===== config.mk =====
export PLATFORM = sky130hd
export DESIGN_NAME = mult_seq_16x16
export DESIGN_NICKNAME = d
export VERILOG_FILES = /design/src/rtl/mult_seq_16x16.sv
export SDC_FILE = /design/constraint.sdc
export NUM_CORES = 1
export LEC_CHECK = 0
export CAP_MARGIN = 0
export CORE_ASPECT_RATIO = 1.1
export CORE_MARGIN = 4
export CORE_UTILIZATION = 48
export DETAILED_ROUTE_END_ITERATION = 12
export PLACE_DENSITY = 0.85
export SYNTH_ARGS = -nofsm -noshare
export SYNTH_HDL_FRONTEND = slang
export SYNTH_SLANG_ARGS = --single-unit
export TNS_END_PERCENT = 50

===== constraint.sdc =====
create_clock -name clk -period 4.2 [get_ports clk]
set_input_delay 1.05 -clock clk [delete_from_list [all_inputs] [get_ports clk]]
set_output_delay 1.05 -clock clk [all_outputs]
set_load 0.01 [all_outputs]

===== src/rtl/mult_seq_16x16.sv =====
// ============================================================================
// mult_seq_16x16
//
// Sequential 16x16 -> 32 multiplier that time-shares one external 8x8
// combinational multiplier over four clocks. Each operand is split into
// bytes, one partial product is requested per MUL cycle, and the product is
// built up in a 32-bit accumulator. The result is held on a valid/ready
// output until the consumer takes it.
//
// Timeline: input handshake edge -> 4 MUL edges -> DONE (out_valid=1)
//           -> output handshake edge -> IDLE. At least 6 clocks per operation.
//
// Build option:
//   MULT_SEQ_SIGNED_EN  defined: a, b and product are two's complement. The
//                       operand magnitudes are multiplied and the result is
//                       negated on entry to DONE when the signs differ.
//                       undefined (default): purely unsigned, no sign logic.
//
// Parameters:
//   CNT_W      width of the completed-operation counter (wraps silently)
//
// Ports:
//   clk        rising-edge clock
//   rst        asynchronous active-high reset
//   in_valid   operand pair valid
//   in_ready   block can accept operands (IDLE only)
//   a, b       16-bit multiplicand / multiplier
//   mul_a      8-bit operand A to the external multiplier
//   mul_b      8-bit operand B to the external multiplier
//   mul_p      16-bit product returned by the external multiplier, same cycle
//   out_valid  result valid (DONE only)
//   out_ready  consumer accepts result
//   product    32-bit result, holds last delivered value outside DONE
//   busy       high whenever the FSM is not IDLE
//   op_count   number of results delivered
// ============================================================================
module mult_seq_16x16 #(
    parameter int CNT_W = 16
) (
    input  logic             clk,
    input  logic             rst,
    input  logic             in_valid,
    output logic             in_ready,
    input  logic [15:0]      a,
    input  logic [15:0]      b,
    output logic [7:0]       mul_a,
    output logic [7:0]       mul_b,
    input  logic [15:0]      mul_p,
    output logic             out_valid,
    input  logic             out_ready,
    output logic [31:0]      product,
    output logic             busy,
    output logic [CNT_W-1:0] op_count
);

    typedef enum logic [1:0] {
        IDLE = 2'd0,
        MUL  = 2'd1,
        DONE = 2'd2
    } state_t;

    state_t            state_q;
    logic [1:0]        k_q;
    logic [15:0]       a_q;
    logic [15:0]       b_q;
    logic [31:0]       acc_q;
    logic [31:0]       product_q;
    logic [CNT_W-1:0]  op_count_q;
    logic              in_ready_q;
    logic              out_valid_q;
    logic              busy_q;

    logic [31:0]       pp_d;      // current partial product, already shifted
    logic [31:0]       acc_d;     // accumulator after adding pp_d
    logic [31:0]       result_d;  // value loaded into product on entry to DONE
    logic [15:0]       a_mag_d;
    logic [15:0]       b_mag_d;

`ifdef MULT_SEQ_SIGNED_EN
    logic              sign_q;
    logic              sign_d;

    // 0x8000 negates to itself, which is exactly its unsigned magnitude.
    assign a_mag_d  = a[15] ? (~a + 16'd1) : a;
    assign b_mag_d  = b[15] ? (~b + 16'd1) : b;
    assign sign_d   = a[15] ^ b[15];
    assign result_d = sign_q ? (~acc_d + 32'd1) : acc_d;
`else
    assign a_mag_d  = a;
    assign b_mag_d  = b;
    assign result_d = acc_d;
`endif

    // Byte selection: k[1] picks the high byte of A, k[0] the high byte of B.
    always_comb begin
        mul_a = 8'd0;
        mul_b = 8'd0;
        if (state_q == MUL) begin
            mul_a = k_q[1] ? a_q[15:8] : a_q[7:0];
            mul_b = k_q[0] ? b_q[15:8] : b_q[7:0];
        end
    end

    always_comb begin
        pp_d = {16'd0, mul_p};
        case (k_q)
            2'd0:    pp_d = {16'd0, mul_p};
            2'd1,
            2'd2:    pp_d = {8'd0, mul_p, 8'd0};
            default: pp_d = {mul_p, 16'd0};
        endcase
        // Carry out of bit 31 is dropped by the 32-bit sum.
        acc_d = acc_q + pp_d;
    end

    always_ff @(posedge clk or posedge rst) begin
        if (rst) begin
            state_q     <= IDLE;
            k_q         <= 2'd0;
            a_q         <= 16'd0;
            b_q         <= 16'd0;
            acc_q       <= 32'd0;
            product_q   <= 32'd0;
            op_count_q  <= '0;
            in_ready_q  <= 1'b1;
            out_valid_q <= 1'b0;
            busy_q      <= 1'b0;
`ifdef MULT_SEQ_SIGNED_EN
            sign_q      <= 1'b0;
`endif
        end else begin
            case (state_q)
                IDLE: begin
                    if (in_valid) begin
                        a_q        <= a_mag_d;
                        b_q        <= b_mag_d;
`ifdef MULT_SEQ_SIGNED_EN
                        sign_q     <= sign_d;
`endif
                        acc_q      <= 32'd0;
                        k_q        <= 2'd0;
                        state_q    <= MUL;
                        in_ready_q <= 1'b0;
                        busy_q     <= 1'b1;
                    end
                end
                MUL: begin
                    acc_q <= acc_d;
                    k_q   <= k_q + 2'd1;
                    if (k_q == 2'd3) begin
                        product_q   <= result_d;
                        state_q     <= DONE;
                        out_valid_q <= 1'b1;
                    end
                end
                DONE: begin
                    if (out_ready) begin
                        op_count_q  <= op_count_q + {{(CNT_W-1){1'b0}}, 1'b1};
                        state_q     <= IDLE;
                        out_valid_q <= 1'b0;
                        in_ready_q  <= 1'b1;
                        busy_q      <= 1'b0;
                    end
                end
                default: begin
                    state_q     <= IDLE;
                    out_valid_q <= 1'b0;
                    in_ready_q  <= 1'b1;
                    busy_q      <= 1'b0;
                end
            endcase
        end
    end

    assign in_ready  = in_ready_q;
    assign out_valid = out_valid_q;
    assign busy      = busy_q;
    assign product   = product_q;
    assign op_count  = op_count_q;

endmodule

==> Word-level counts from Yosys, hierarchy flattened <==
Index checks and enable logic that the tools add are counted.
{ "op_classes": {"add_sub_neg": 3, "eq_ne": 8, "muxes": 21, "n_bitwise": 2, "n_reduce_logical": 11} }
{ "ops": {"columns": ["op", "count"], "rows": [
  ["32-bit case mux with 2 select lines", 2],
  ["32-bit adder", 1],
  ["32-bit two-way mux", 1],
  ["8-bit two-way mux", 4],
  ["16-bit by 1-bit adder with 16-bit output (second input constant)", 1],
  ["1-bit case mux with 3 select lines", 3],
  ["3-bit AND reduction", 3],
  ["2-bit two-way mux", 4],
  ["2-bit AND reduction", 4],
  ["2-bit equality test (second input constant)", 3],
  ["2-bit case mux with 3 select lines", 1],
  ["1-bit two-way mux", 5],
  ["2-bit by 1-bit equality test with 1-bit output (second input constant)", 2],
  ["2-bit logical NOT", 2],
  ["2-bit != test (second input constant)", 2],
  ["2-bit case mux with 2 select lines", 1],
  ["2-bit by 1-bit adder with 2-bit output (second input constant)", 1],
  ["2-bit by 1-bit != test with 1-bit output (second input constant)", 1],
  ["1-bit inverter", 2],
  ["2-bit nonzero test", 1],
  ["2-bit OR reduction", 1]
]} }
{ "word_totals": {"ff_bits": 119, "input_bits": 52, "out_inout_bits": 67} }

==> Longest topological paths before layout <==
Gate-level depths: netlist of the first run.
{ "depth": {"word_depth": 5, "depth_mapped": 17, "ltp_nobuf": 14} }

==> Worst setup path before layout of the first run <==
Ideal clock, no wire load.
{ "synth_path": {"kind": "reg2reg", "from": "register k_q[0]", "to": "register product_q[30] (netlist: product[30])", "setup_time_ns": 0.129, "t_arrival_ns": 3.616, "t_required_ns": 4.071, "slack_ns": 0.454, "stages_incl_launch_ff": 18, "cell_sequence": "dfrtp_1 -> clkbuf_1 -> inv_1 -> ha_1 -> clkbuf_1 -> nor2b_1 -> clkbuf_1 -> a22o_1 -> ha_1 -> buf_2 -> nand4_1 -> or4_1 -> a21oi_1 -> o21ai_0 -> a31oi_1 -> a211oi_1 -> xor2_1 -> o21ai_1"} }
{ "synth_via": {"elab_chain_len": 4, "elab_cells_between_ends": 8} }
{ "synth_lines": {"columns": ["element", "line", "rtl"], "rows": [
  ["start, declared", "63", "logic [1:0] k_q;"],
  ["start signal, assigned", "149", "k_q <= k_q + 2'd1;"],
  ["2-bit by 1-bit equality test with 1-bit output or 2-bit equality test (tied branches)", "106", "case (k_q)"],
  ["2-bit OR reduction", "106", null],
  ["32-bit case mux with 2 select lines", "106", null],
  ["32-bit adder", "113", "acc_d = acc_q + pp_d;"],
  ["end signal, assigned", "151", "product_q <= result_d;"],
  ["end, declared", "67", "logic [31:0] product_q;"]
]} }
Parallel ways exist; a longest one is shown, timed or not.
A chain may end at the register's enable or synchronous reset.

==> Final worst setup path of the first run <==
{ "layout_path": {"from": "register k_q[1]", "to": "register product_q[30] (netlist: product[30])"} }
The elaborated chain is that of the path after synthesis.

==> results of run 1 <==
worst max-delay path by stage:
| stage | depth (start not counted) | slack, ns | to | startpoint |
|---|---|---|---|---|
| 5_1_grt | 13 | 0.19 | product[30] | k_q[1] |
| 4_1_cts | 14 | 0.51 | product[30] | k_q[1] |
| 2_1_floorplan | 17 | 0.45 | product[30] | k_q[0] |
| 3_3_place_gp | 12 | 0.22 | product[30] | mul_p[0] |
| 6_report | 14 | 0.50 | product[30] | k_q[1] |
| 3_5_place_dp | 12 | 0.12 | product[30] | mul_p[0] |
per-layer routing:
metal	global-route usage, %	vias to the layer above	wire length [um]	share of wire, %
met4	7.81	0	257	1.5
met2	34.1	198	7970	47
li1	-	2872	-	-
met3	6.82	18	1360	8.0
met1	28.8	2751	7370	43
met5	0	-	0	0
power breakdown:
group	total [W]	switching (W)	leakage [nW]	internal (W)
logic	0.00396	0.00229	2.20	0.00167
registers	0.00190	0.000270	1.50	0.00163
clock network	0.00145	0.000499	0.289	0.000952
cell usage in the layout, fill, tap and decap left out, types with 4 or more instances in the layout:
master | synthesis | layout
sky130_fd_sc_hd__clkbuf_16 | 0 | 17
sky130_fd_sc_hd__mux2i_1 | 16 | 16
sky130_fd_sc_hd__nand2_1 | 169 | 168
sky130_fd_sc_hd__a21oi_1 | 42 | 42
sky130_fd_sc_hd__a22o_1 | 8 | 8
sky130_fd_sc_hd__clkinv_2 | 0 | 4
sky130_fd_sc_hd__o31ai_1 | 5 | 5
sky130_fd_sc_hd__a22oi_1 | 9 | 9
sky130_fd_sc_hd__and2_1 | 16 | 16
sky130_fd_sc_hd__nor2_1 | 48 | 48
sky130_fd_sc_hd__ha_1 | 34 | 34
sky130_fd_sc_hd__clkdlybuf4s50_1 | 0 | 118
sky130_fd_sc_hd__o21ai_0 | 74 | 74
sky130_fd_sc_hd__inv_1 | 15 | 14
sky130_fd_sc_hd__nor2b_1 | 7 | 6
sky130_fd_sc_hd__nand2b_1 | 7 | 5
sky130_fd_sc_hd__and3_1 | 4 | 4
sky130_fd_sc_hd__o21bai_1 | 9 | 9
sky130_fd_sc_hd__xor2_1 | 18 | 18
sky130_fd_sc_hd__nand3_1 | 41 | 41
sky130_fd_sc_hd__a31oi_1 | 6 | 6
sky130_fd_sc_hd__nand4_1 | 11 | 11
sky130_fd_sc_hd__dfrtp_1 | 118 | 118
sky130_fd_sc_hd__a21o_1 | 10 | 10
sky130_fd_sc_hd__buf_4 | 1 | 15
sky130_fd_sc_hd__xnor2_1 | 27 | 27
sky130_fd_sc_hd__o21ai_1 | 4 | 4
critical path, delay by kind of cell (launching register included):
kind	cells	cell delay, ns
flip-flops	1	0.36
AND/OR/NAND/NOR	2	0.38
AO/OA/AOI/OAI	7	1.40
XOR/XNOR	1	0.21
buffers and inverters	1	0.22
adder cells (fa/ha/maj)	3	0.98
cells by family (layout without fill, tap and decap cells):
| group | Yosys count | after routing | synth area share, % |
|---|---|---|---|
| simple gates | 311 | 311 | 20.4 |
| buf+inv | 59 | 178 | 3.43 |
| compound gates | 183 | 183 | 16.4 |
| xor+xnor | 45 | 45 | 5.87 |
| fa+ha+maj | 35 | 35 | 6.63 |
| flops | 119 | 119 | 44.3 |
| mux | 19 | 19 | 2.89 |
registers in the layout, summed over array words and instances, names as in the netlist:
| register | flops |
|---|---|
| b_q | 16 |
| a_q | 16 |
| in_ready | 1 |
| acc_q | 32 |
| product | 32 |
| busy | 1 |
| k_q | 2 |
| state_q | 2 |
| out_valid | 1 |
| op_count | 16 |
final cells by class:
| cell class | instances | area (um2) |
|---|---|---|
| repair buffers | 133 | 1290 |
| fillers | 1177 | 5060 |
| clock inverters | 9 | 126 |
| clock buffers | 21 | 460 |
| flip-flops and latches | 119 | 2980 |
| multi-input cells | 593 | 3520 |
| inverters | 15 | 60.1 |
| well taps | 188 | 235 |
per-stage QoR:
step | utilization [%] | std cells | hold WS [ns]
global route | 63.1 | 1078 | 0.489
detailed placement | 58.9 | 1048 | 0.462
finish | 63.1 | 1078 | 0.471
floorplan | - | 771 | 0.445
global placement | 58.9 | 1048 | 0.457
CTS | 63.1 | 1078 | 0.475
==> impl_metrics.toml, run 1 <==
[place]
dpl-instance-area_um2 = 8090
dp_worst_setup_slack_ns = 0.124
post-dp-hpwl_mm = 12.3
port_buffers = 118
final_weighted_congestion_in_routability_driven_placement = 0.989

[floorplanning]
floorplan.die_area_um2 = 16000
die_height_um = 132
floorplan.initialDensity_pct = 48.9
placeableCoreArea_um2 = 13700
core.rowCount = 45
die_width_um = 121
pin_count = 119

[detailed_routing]
drcViolationCount = 0
drt_first_pass_iters = 5
post_drt_wl_per_cell_um = 15.7
postRouteAntennaNets = 0
via_count = 5839
vias_per_instance = 5.42
routed_wirelength_mm = 17.0
drt_iter0_drc = 446

[synth]
postSynthAreaPerCell_um2 = 8.71
synth-edff-count = 0
syn-instance-count = 771
syn-num-nets = 858
syn-cell-area_um2 = 6720
synthFlopType = "sky130_fd_sc_hd__dfrtp_1"
yosys_warnings = 0
synth.top_cells.by_area = "sky130_fd_sc_hd__dfrtp_1 44%, sky130_fd_sc_hd__nand2_1 9.4%, sky130_fd_sc_hd__ha_1 6.3%, sky130_fd_sc_hd__o21ai_0 5.5%, sky130_fd_sc_hd__xnor2_1 3.5%"
post-synth-top-area-fraction_pct = 43.9
synth_top_cell_by_area = "sky130_fd_sc_hd__dfrtp_1"
async_sr_flop_fraction_pct = 100
synth_most_common_cell = "sky130_fd_sc_hd__nand2_1"
postSynthRegisterBits = 119
ys_seq_area_share_pct = 44.3
synth_top_cells_by_count = "169 x sky130_fd_sc_hd__nand2_1, 118 x sky130_fd_sc_hd__dfrtp_1, 74 x sky130_fd_sc_hd__o21ai_0, 48 x sky130_fd_sc_hd__nor2_1, 42 x sky130_fd_sc_hd__a21oi_1"
synth.distinct_cells = 48

[min_path]
hold_path_depth = 2
whs_endpoint = "b_q[12]"
timing.hold.worst.class = "register to register"
timing.hold.worst.start = "b_q[12]"

[cts]
cts.sinks = 119
cts.path.max_buffers = 2
cts-root-buf = "sky130_fd_sc_hd__clkbuf_16"
postCtsSetupBuffers = 0
tritoncts_clock_tree = "built"
h-tree-depth = 4
tritoncts.num_buffers = 17
cts_hold_buf = 0
worst_skew_pair.late_latency_ns = 0.42
cts_resized = 0
clk_pin_slew_ns = 0.05

[power]
cellLeakagePower_nw = 4.00
power.density_nw_per_um2 = 842
vdd.ir_drop.worst_uv = 501
power.total_w = 0.00731

[critical_path]
critical_path.slowest_cell = "sky130_fd_sc_hd__fa_1"
timing.critical_path.to_type = "register"
worst-endpoint-arrival_ns = 3.96
worstSetupPathType = "register to register"
worstSetupStartpointType = "register"
critical_path.max_stage_delay_ns = 0.43
cp.required_ns = 4.46
ff2ff_setup_slack_ns = 0.50
worst_r2r_endpoint = "product[30]"
ff2ff_path_depth = 14
path_max_fanout = 9
path_cells = "buf_4 -> ha_1 -> nor2b_1 -> and2_1 -> ha_1 -> fa_1 -> a211oi_1 -> o21bai_1 -> a32o_1 -> o21ai_0 -> a31oi_1 -> a211oi_1 -> xor2_1 -> o21ai_1"
timing.rr.start = "k_q[1]"

[sta]
post-route-worst-setup-slack_ns = 0.498
max_slew.worst_pin.slew_ns = 1.06
final.period_utilization_pct = 88.2
final-max-slew-violation-count = 0
finalSetupTns_ns = 0
finalClockSkew_ns = 0.0132
maxSlewHeadroom_pct = 29.4
fmax_mhz = 270
grt_setup_unrepaired = "false"
timing_hold_violations_final = 0
setup_viol = 0
period_minus_slack_ns = 3.70

[global_route]
grt_pass1_vias = 5653
grt_first_pass_wirelength_mm = 28.0
pin_count_of_the_biggest_net_entering_global_routing = 66
tot_gr_track_use_pct = 21.9
grt_antenna_before_repair = 0
global_route.overflow_total = 0

[cells_and_area]
diodes = 0
drive_above_1_share_pct = 6.52
areaGrowthSynthToFinish_pct = 29.1
layout.cell_area.non_filler_um2 = 8670
design.final.nets = 966

[job]
timing.max_cap.violations = 0

[run_status]
outcome = "finished clean"
Note: power is estimated with default switching activity, not from simulation.
==> run 2, diff against run 1 <==
Settings changed: ABC_AREA set to 1, CORE_UTILIZATION 48 to 49.
==> impl_metrics.toml, run 2 <==
[run_status]
outcome = "finished clean"

[floorplanning]
floorplan.initialDensity_pct = 50.8
pin_count = 119
core.rowCount = 46
placeableCoreArea_um2 = 14600
die_width_um = 125
floorplan.die_area_um2 = 17200
die_height_um = 137

[sta]
final.period_utilization_pct = 92.4
finalSetupTns_ns = 0
grt_setup_unrepaired = "false"
fmax_mhz = 258
post-route-worst-setup-slack_ns = 0.321
period_minus_slack_ns = 3.88
max_slew.worst_pin.slew_ns = 0.845
finalClockSkew_ns = 0.00940
setup_viol = 0
final-max-slew-violation-count = 0
maxSlewHeadroom_pct = 43.6
timing_hold_violations_final = 0

[global_route]
grt_antenna_before_repair = 0
grt_pass1_vias = 6988
global_route.overflow_total = 0
grt_first_pass_wirelength_mm = 34.8
tot_gr_track_use_pct = 25.6
pin_count_of_the_biggest_net_entering_global_routing = 56

[critical_path]
worst_r2r_endpoint = "acc_q[20]"
timing.critical_path.to_type = "register"
path_max_fanout = 16
cp.required_ns = 4.51
path_cells = "ha_1 -> inv_1 -> nand2_2 -> nor2_1 -> ha_1 -> fa_1 -> nand3_1 -> nand3_1 -> nand3_1 -> nand3_1 -> nand3_1 -> nand3_1 -> nand3_1 -> nand2_1"
cpMostUsedCell = "sky130_fd_sc_hd__nand3_1"
critical_path.max_stage_delay_ns = 0.55
worst-endpoint-arrival_ns = 4.19
ff2ff_setup_slack_ns = 0.32
startpoint = "k_q[0]"
ff2ff_path_depth = 14
timing.rr.start = "k_q[0]"
worstSetupPathType = "register to register"
worstSetupStartpointType = "register"
critical_path.slowest_cell = "sky130_fd_sc_hd__dfrtp_1"

[cells_and_area]
drive_above_1_share_pct = 7.35
mostFrequentLayoutCells = "384 x sky130_fd_sc_hd__nand2_1, 154 x sky130_fd_sc_hd__inv_1, 118 x sky130_fd_sc_hd__dfrtp_1, 118 x sky130_fd_sc_hd__clkdlybuf4s50_1, 67 x sky130_fd_sc_hd__nand3_1"
areaGrowthSynthToFinish_pct = 26.6
postLayoutCoreUtil_pct = 64.3
design.final.nets = 1231
layout_commonest_cell = "sky130_fd_sc_hd__nand2_1"
diodes = 0

[synth]
synth_top_cells_by_count = "386 x sky130_fd_sc_hd__nand2_1, 155 x sky130_fd_sc_hd__inv_1, 118 x sky130_fd_sc_hd__dfrtp_1, 67 x sky130_fd_sc_hd__nand3_1, 57 x sky130_fd_sc_hd__nor2_1"
yosys_warnings = 0
syn-cell-area_um2 = 7420
syn-num-nets = 1112
synth-edff-count = 0
async_sr_flop_fraction_pct = 100
synth.top_cells.by_area = "sky130_fd_sc_hd__dfrtp_1 40%, sky130_fd_sc_hd__nand2_1 20%, sky130_fd_sc_hd__inv_1 7.8%, sky130_fd_sc_hd__ha_1 5.7%, sky130_fd_sc_hd__mux2_2 5.0%"
synthFlopType = "sky130_fd_sc_hd__dfrtp_1"
postSynthRegisterBits = 119
synth.distinct_cells = 33
ys_seq_area_share_pct = 40.2
synth_top_cell_by_area = "sky130_fd_sc_hd__dfrtp_1"
post-synth-top-area-fraction_pct = 39.8
synth_most_common_cell = "sky130_fd_sc_hd__nand2_1"
syn-instance-count = 1025
postSynthAreaPerCell_um2 = 7.24

[cts]
worst_skew_pair.late_latency_ns = 0.42
tritoncts_clock_tree = "built"
tritoncts.num_buffers = 17
h-tree-depth = 4
cts.path.max_buffers = 2
clk_pin_slew_ns = 0.06
cts-root-buf = "sky130_fd_sc_hd__clkbuf_16"
cts.sinks = 119
postCtsSetupBuffers = 0

[detailed_routing]
drt_iter0_drc = 523
via_count = 6952
drcViolationCount = 0
post_drt_wl_per_cell_um = 15.7
routed_wirelength_mm = 21.2
postRouteAntennaNets = 0
drt_first_pass_iters = 5
vias_per_instance = 5.15

[place]
dp_worst_setup_slack_ns = 0.372
post-dp-hpwl_mm = 15.8
final_weighted_congestion_in_routability_driven_placement = 1.10
port_buffers = 118

[min_path]
hold_path_depth = 2
timing.hold.worst.class = "register to register"
timing.hold.worst.start = "product[19]"
whs_endpoint = "product[19]"

[power]
power.density_nw_per_um2 = 829
vdd.ir_drop.worst_uv = 486
cellLeakagePower_nw = 5.00

[job]
timing.max_cap.violations = 0
==> run 2: cell types whose count changed after synthesis, sizes merged, moves of 27 or more <==
| cell | delta |
|---|---|
| o21ai | -44 |
| clkbuf | -28 |
| nand2 | +218 |
| mux2 | +30 |
| nand3 | +27 |
| inv | +142 |
==> run 2: logic make-up (layout without fill, tap and decap cells) <==
kind of cell,Yosys count,count (layout),share of synthesized area [%]
buffers and inverters,183,315,9.49
flip-flops,119,119,40.2
multiplexers,33,33,5.01
AO/OA/AOI/OAI,93,93,6.71
adder cells (fa/ha/maj),35,35,6.00
XOR/XNOR,27,27,3.19
AND/OR/NAND/NOR,535,535,29.4
==> run 2: final cells by class <==
cell class,instances,area [um2]
inverters,158,597
clock buffers,19,443
clock inverters,13,146
fillers,1293,5230
repair buffers,125,1250
flip-flops and latches,119,2980
well taps,192,240
multi-input cells,723,3740
==> run 2: worst max-delay path by stage <==
stage               cells after the start           to
global placement                       14  product[28]
detailed placement                     14    acc_q[20]
floorplan                              16    acc_q[28]
CTS                                    14    acc_q[20]
global route                           14    acc_q[20]
finish                                 14    acc_q[20]
==> run 2: report_power, final <==
| part | switching, W | internal, W | leakage [nW] |
|---|---|---|---|
| registers | 0.000321 | 0.00165 | 1.48 |
| clock network | 0.000562 | 0.000894 | 0.284 |
| logic | 0.00265 | 0.00171 | 3.23 |
==> run 2: timing repair <==
action                                  4_1_cts  5_1_grt
endpoints found under the setup margin        0        6
hold buffers                                  0        0
gates resized for setup                       0        2
==> run 2: metal layers <==
layer / global-route usage (%) / wire length (um) / share of wire, %
met5: 0 / 0 / 0
met3: 7.18 / 1700 / 8.0
met2: 41.3 / 9640 / 45
met1: 33.3 / 9380 / 44
met4: 9.22 / 494 / 2.3
==> run 2: critical path, delay by kind of cell (launching register included) <==
family,cells,cell delay (ns)
fa+ha+maj,3,1.21
buf+inv,1,0.36
flops,1,0.55
simple gates,10,1.63
==> run 2: per-stage QoR <==
| step | hold WS (ns) | cell area [um2] | power, W | std cells |
|---|---|---|---|---|
| final | 0.473 | 9390 | 0.00779 | 1349 |
| after global routing | 0.500 | 9390 | 0.00841 | 1349 |
| after CTS | 0.481 | 9390 | 0.00775 | 1349 |
| after detailed placement | 0.466 | 8800 | 0.00625 | 1317 |
| after global placement | 0.462 | 8800 | 0.00617 | 1317 |
| after floorplan | 0.456 | 7420 | 0.00476 | 1025 |
